$ cat src/rtl/led_seq.sv
// Chase-pattern LED sequencer: prescaled step tick, shift/bounce/blink patterns, polarity select.
// Optional PWM brightness gating is built in when LED_SEQ_PWM_EN is defined.
module led_seq #(
    parameter int unsigned NUM_LED     = 4,
    parameter int unsigned STEP_CYCLES = 10_000_000,
    parameter int unsigned ACTIVE_LOW  = 1,
    parameter int unsigned PWM_BITS    = 4,
    localparam int unsigned PW         = (NUM_LED > 1) ? $clog2(NUM_LED) : 1
) (
    input  logic                clk,
    input  logic                rst_n,
    input  logic                en,
    input  logic [1:0]          mode,
`ifdef LED_SEQ_PWM_EN
    input  logic [PWM_BITS-1:0] duty,
`endif
    output logic [NUM_LED-1:0]  led,
    output logic                step_tick,
    output logic [PW-1:0]       pos
);

    localparam int unsigned CW = $clog2(STEP_CYCLES);
    localparam logic [CW-1:0] CNT_LAST = CW'(STEP_CYCLES - 1);
    localparam logic [PW-1:0] POS_LAST = PW'(NUM_LED - 1);
    localparam logic [PW-1:0] POS_PEN  = PW'((NUM_LED > 1) ? NUM_LED - 2 : 0);
    localparam logic [NUM_LED-1:0] LED_RST = (ACTIVE_LOW != 0) ? ~NUM_LED'(1) : NUM_LED'(1);

    localparam logic [1:0] MODE_UP  = 2'b00;
    localparam logic [1:0] MODE_DN  = 2'b01;
    localparam logic [1:0] MODE_BNC = 2'b10;
    localparam logic       DIR_UP   = 1'b0;
    localparam logic       DIR_DN   = 1'b1;

    if (NUM_LED < 1 || STEP_CYCLES < 2 || PWM_BITS < 1) begin : g_param_check
        $error("led_seq: illegal parameter value");
    end

    logic [CW-1:0]      cnt_q, cnt_d;
    logic               tick_q, tick_d;
    logic [PW-1:0]      pos_q, pos_d;
    logic               dir_q, dir_d;
    logic               phase_q, phase_d;
    logic [1:0]         mode_q, mode_d;
    logic [NUM_LED-1:0] led_q, led_d;
    logic [NUM_LED-1:0] pat_c;
    logic               lit_c;

`ifdef LED_SEQ_PWM_EN
    logic [PWM_BITS-1:0] pc_q;

    // Free-running brightness counter; lit LEDs are on while pc < duty.
    always_ff @(posedge clk or negedge rst_n) begin
        if (!rst_n) begin
            pc_q <= '0;
        end else begin
            pc_q <= pc_q + PWM_BITS'(1);
        end
    end

    assign lit_c = (pc_q < duty);
`else
    assign lit_c = 1'b1;
`endif

    always_ff @(posedge clk or negedge rst_n) begin
        if (!rst_n) begin
            cnt_q   <= '0;
            tick_q  <= 1'b0;
            pos_q   <= '0;
            dir_q   <= DIR_UP;
            phase_q <= 1'b0;
            mode_q  <= MODE_UP;
            led_q   <= LED_RST;
        end else begin
            cnt_q   <= cnt_d;
            tick_q  <= tick_d;
            pos_q   <= pos_d;
            dir_q   <= dir_d;
            phase_q <= phase_d;
            mode_q  <= mode_d;
            led_q   <= led_d;
        end
    end

    // Prescaler and pattern state advance; a mode change reloads instead of advancing.
    always_comb begin
        cnt_d   = cnt_q;
        tick_d  = 1'b0;
        pos_d   = pos_q;
        dir_d   = dir_q;
        phase_d = phase_q;
        mode_d  = mode_q;

        if (en) begin
            if (cnt_q == CNT_LAST) begin
                cnt_d  = '0;
                tick_d = 1'b1;
            end else begin
                cnt_d = cnt_q + CW'(1);
            end
        end

        if (tick_d) begin
            if (mode != mode_q) begin
                mode_d  = mode;
                pos_d   = (mode == MODE_DN) ? POS_LAST : '0;
                dir_d   = DIR_UP;
                phase_d = 1'b1;
            end else begin
                case (mode_q)
                    MODE_UP: pos_d = (pos_q == POS_LAST) ? '0 : pos_q + PW'(1);
                    MODE_DN: pos_d = (pos_q == '0) ? POS_LAST : pos_q - PW'(1);
                    MODE_BNC: begin
                        if (NUM_LED > 1) begin
                            if (dir_q == DIR_UP) begin
                                if (pos_q == POS_LAST) begin
                                    dir_d = DIR_DN;
                                    pos_d = POS_PEN;
                                end else begin
                                    pos_d = pos_q + PW'(1);
                                end
                            end else begin
                                if (pos_q == '0) begin
                                    dir_d = DIR_UP;
                                    pos_d = PW'(1);
                                end else begin
                                    pos_d = pos_q - PW'(1);
                                end
                            end
                        end
                    end
                    default: phase_d = ~phase_q;
                endcase
            end
        end
    end

    // Logical pattern from current state, then brightness gate, then polarity.
    always_comb begin
        pat_c = '0;
        for (int i = 0; i < int'(NUM_LED); i++) begin
            pat_c[i] = (pos_q == PW'(i));
        end
        if (mode_q == 2'b11) begin
            pat_c = {NUM_LED{phase_q}};
        end
        if (!lit_c) begin
            pat_c = '0;
        end
        led_d = (ACTIVE_LOW != 0) ? ~pat_c : pat_c;
    end

    assign led       = led_q;
    assign step_tick = tick_q;
    assign pos       = pos_q;

endmodule

$ cat config.mk
export PLATFORM = sky130hd
export DESIGN_NAME = led_seq
export DESIGN_NICKNAME = d
export VERILOG_FILES = /design/src/rtl/led_seq.sv
export SDC_FILE = /design/constraint.sdc
export NUM_CORES = 1
export LEC_CHECK = 0
export ABC_AREA = 1
export ABC_CLOCK_PERIOD_IN_PS = 1500
export BUFFER_PORTS_ARGS = -buffer_cell sky130_fd_sc_hd__clkbuf_2
export CORE_ASPECT_RATIO = 2
export CORE_MARGIN = 2
export CORE_UTILIZATION = 55
export DETAILED_ROUTE_END_ITERATION = 6
export PLACE_DENSITY = 0.76
export SLEW_MARGIN = 15
export SYNTH_ARGS = -nofsm -noshare
export SYNTH_HDL_FRONTEND = slang
export SYNTH_SLANG_ARGS = --single-unit
$ cat constraint.sdc
create_clock -name clk -period 1.5 [get_ports clk]
set_clock_uncertainty 0.15 [all_clocks]
set_input_delay 0.15 -clock clk [delete_from_list [all_inputs] [get_ports clk]]
set_output_delay 0.15 -clock clk [all_outputs]
set_load 0.005 [all_outputs]
# Yosys cells after proc, flatten, opt, wreduce, memory -nomap -nowiden
# Index checks and enable logic that the tools add are counted.
# Widths: inputs -> output; s select.
op_classes:
  add_sub_neg: 3
  eq_ne: 10
  muxes: 19
  bitwise: 2
  reduce_logical: 9
op_table:
  columns: ["operator", "n"]
  rows:
  - ["$add 24x1->24 const B", 1]
  - ["$eq 24x24->1 const B", 1]
  - ["$mux 24", 1]
  - ["$mux 2", 7]
  - ["$mux 1", 9]
  - ["$eq 2x2->1 const B", 4]
  - ["$reduce_and 2->1", 4]
  - ["$eq 2x1->1 const B", 3]
  - ["$pmux 2 s3", 1]
  - ["$logic_not 2->1", 2]
  - ["$mux 4", 1]
  - ["$not 4->4", 1]
  - ["$reduce_bool 4->1", 1]
  - ["$reduce_or 3->1", 1]
  - ["$add 2x1->2 const B", 1]
  - ["$ne 2x1->1 const B", 1]
  - ["$ne 2x2->1", 1]
  - ["$reduce_bool 2->1", 1]
  - ["$sub 2x1->2 const B", 1]
  - ["$not 1->1", 1]
word_totals:
  ff_bits: 35
  word_cells: 50

# Longest topological paths before layout
logic_depth:
  word_depth: 5
  mapped_depth: 9

# Least setup slack after synthesis
# OpenSTA, ideal clock, no wires.
synth_path:
  kind: "reg2reg"
  start: "register cnt_q[0]"
  end: "register mode_q[1]"
  setup_time_ps: 118
  arrival_ps: 1317
  setup_slack_ps: -86
  path_stages_with_launch: 10
  path_buffers: 1
  cell_sequence: "dfrtp_1 ha_1 nand2_2 nor2_2 nand2_2 nor2_2 nand3_2 buf_6 nand2_1 o21ai_2"
synth_between:
  elab_chain_len: 4
synth_rtl:
  columns: ["element", "line_no", "text"]
  rows:
  - ["start: declaration", "38", "logic [CW-1:0] cnt_q, cnt_d;"]
  - ["start signal: assignment", "75", "cnt_q <= cnt_d;"]
  - ["$eq 24x24->1", "95", "if (cnt_q == CNT_LAST) begin"]
  - ["$mux 1", "95", null]
  - ["$mux 1", "94", "if (en) begin"]
  - ["$reduce_and 2->1 (no source line)", null, null]
  - ["end signal: assignment", "80", "mode_q <= mode_d;"]
  - ["end: declaration", "43", "logic [1:0] mode_q, mode_d;"]
# Every way passes these cells.
# A chain may end at the register's enable or synchronous reset.

# Worst setup path in the final report
layout_path:
  start: "register cnt_q[0]"
  end: "register phase_q"
layout_between:
  elab_chain_len: 4
layout_rtl:
  columns: ["element", "line_no", "text"]
  rows:
  - ["$eq 24x24->1", "95", null]
  - ["$mux 1", "95", null]
  - ["$mux 1", "94", null]
  - ["$reduce_and 2->1 (no source line)", null, null]
  - ["end signal: assignment", "79", "phase_q <= phase_d;"]
  - ["end: declaration", "42", "logic phase_q, phase_d;"]
# Every way passes these cells.

==> results.ini <==
[grt]
grt_pass1_wl_um = 11200
overflow = 0
grt_max_degree = 36
grt_usage = 0.320
grt_antenna_before_repair = 0
grt_pass1_vias = 2546

[place]
dp_hpwl_um = 4970
place_area_um2 = 2880
place_congestion = 0.961
dpl_worst_slack_ns = -0.190
io_buffer_count = 11
dp.cells = 445

[clocking]
cts_buffer_depth = 2
insertion_delay_ns = 0.30
cts_tree = yes
path_clk_slew_ns = 0.07
clock_sinks = 35
cts_root_buf = clkbuf_8
cts_buffers = 5
cts_max_level = 2

[outcome]
violations = negative setup slack
status = complete, but fails checks

[drt]
drt-wirelength-per-cell_um = 18.7
dr.pass1.iters = 5
ant_nets = 0
num_vias = 2657
viasPerCell = 5.71
routed_wl_um = 8700
drtIter0Drc = 157
drc = 0

[timing]
slew_violations = 0
fmax_mhz = 556
period_share = 1.20
fin_tns_setup_ns = -6.14
tightest_slew_ns = 0.470
fin_crit_ns = 1.80
setup_slack_ns = -0.300
setup-violations-final = 30
slew_headroom = 0.687
finalHoldViolCount = 0
rsz0062_at_grt = true

[synth]
synth_cell_type_count = 26
synth-seq-cells = 35
syn-cell-area_um2 = 2270
syn_inst = 318
ys_warn_count = 0
synth_nets = 332
synth_area_per_cell_um2 = 7.15
ys_seq_area_frac = 0.387

[floorplan]
design.portCount = 12
die_w_um = 49.5
core_um2 = 4050
die_h_um = 94.9
dieArea_um2 = 4690
initial_core_util = 0.562
rows = 33

[worst_setup_path]
path_class = reg -> reg
cp.required_ns = 1.59
critPathMaxFanout = 8
worstPathArrival_ns = 1.89
timing.critical_path.to_type = flop
slowest_delay_ns = 0.39
worstPathCellList = ha_2, nand2_4, nor2_4, nand2_4, nor2_4, nand3_4, buf_12, inv_2, o21ai_1, nand2_1
cpMaxStageDelayCell = dfrtp_1
cp-start-kind = flop

[cells_and_area]
areaGrowthSynthToFinish_pct = 51.6
final_common_cell = buf_4
diodes = 0
design_area_um2 = 3450
final_cells = 465
drive_gt1_frac = 0.455
num-nets-final = 426
n_fill_cell = 232
final_util = 0.852
mostFrequentLayoutCells = buf_4, nand2_1, inv_1

[power]
p_leak_nw = 1.79
power.density_nw_per_um2 = 830
ir_worst_vdd_v = 0.00138

[hold_path]
holdCritPathClass = in -> reg

[run]
cap_violations = 0

==> cell usage after synthesis, drive strengths merged <==
cell type,number,share of area
a21boi,1,0.0033
a21oi,3,0.0066
a31oi,1,0.0028
and3,1,0.0028
buf,2,0.0072
dfrtp,32,0.35
dfstp,3,0.035
ha,9,0.050
inv,58,0.096
nand2,79,0.13
nand3,31,0.075
nand3b,1,0.0033
nand4,8,0.022
nor2,52,0.11
nor3,10,0.022
o21ai,15,0.036
or2,1,0.0028
xor2,11,0.042
==> kinds of logic (layout without fill, tap and decap cells) <==
logic type,count (synthesis),count (layout),share of synthesized area
DFF,35,35,0.387
AOI/OAI and AO/OA,20,20,0.0490
and+or+nand+nor,183,183,0.369
xor gates and xnor gates,11,11,0.0424
adders and majority gates,9,9,0.0495
buffers and inverters,60,155,0.103
==> state kept, by name, indices dropped and copies added (netlist names) <==
register and cells:
dir_q 1, cnt_q 24, step_tick 1, pos 2, mode_q 2, phase_q 1
led 4
==> power by group <==
| part | internal, mW | switching [mW] |
|---|---|---|
| registers | 1.04 | 0.120 |
| logic | 0.400 | 0.560 |
| clock network | 0.371 | 0.368 |
| total | 1.81 | 1.05 |
==> critical path, delay by kind of cell (launching register included) <==
| family | cells | cell delay (ns) |
|---|---|---|
| AOI/OAI and AO/OA | 1 | 0.07 |
| adders and majority gates | 1 | 0.23 |
| buffers and inverters | 2 | 0.23 |
| DFF | 1 | 0.39 |
| and+or+nand+nor | 6 | 0.66 |
==> repair_timing <==
action	in CTS	in global routing
hold buffers	2	0
hold endpoints to repair	33	0
endpoints found under the setup margin	28	35
buffers inserted	9	4
pin swaps	24	17
resized for setup	54	52
==> worst paths after layout <==
| check | startpoint | end | slack [ns] | depth (start not counted) |
|---|---|---|---|---|
| max in group asynchronous | rst_n | led[3]$_DFF_PN1_ | 0.56 | 3 |
| min | mode[1] | mode_q[1]$_DFFE_PN0P_ | 0.008 | 3 |
| max reg2reg | cnt_q[0]$_DFFE_PN0P_ | phase_q$_DFFE_PN0P_ | -0.30 | 10 |
| min in group asynchronous | rst_n | cnt_q[5]$_DFFE_PN0P_ | 0.29 | 3 |
| max | cnt_q[0]$_DFFE_PN0P_ | phase_q$_DFFE_PN0P_ | -0.30 | 10 |
| min reg2reg | phase_q$_DFFE_PN0P_ | phase_q$_DFFE_PN0P_ | 0.37 | 2 |
==> final cells by class <==
cell class	instances	area (um2)	area share
tap	52	65.1	0.0189
clock buffer	7	86.3	0.0250
multi-input combinational	223	1500	0.436
inverter	58	220	0.0639
sequential	35	881	0.256
clock inverter	1	5.00	0.00145
timing repair buffer	89	688	0.200
==> stage by stage <==
step / hold slack (ns) / total power, mW
final: 0.00819 / 2.86
after floorplan: -0.296 / 1.46
after detailed placement: 0.0655 / 1.77
after global routing: 0.0313 / 2.93
after CTS: 0.00681 / 2.61
after global placement: 0.0641 / 1.74
==> layer usage <==
| metal | vias to the layer above | wire length [um] | global-route usage |
|---|---|---|---|
| met5 | - | 0 | 0 |
| met4 | 0 | 605 | 0.227 |
| met3 | 57 | 527 | 0.0443 |
| met2 | 164 | 4810 | 0.628 |
| met1 | 1258 | 2750 | 0.288 |
| li1 | 1178 | - | - |
No activity file was read; power rests on OpenSTA's default activity.
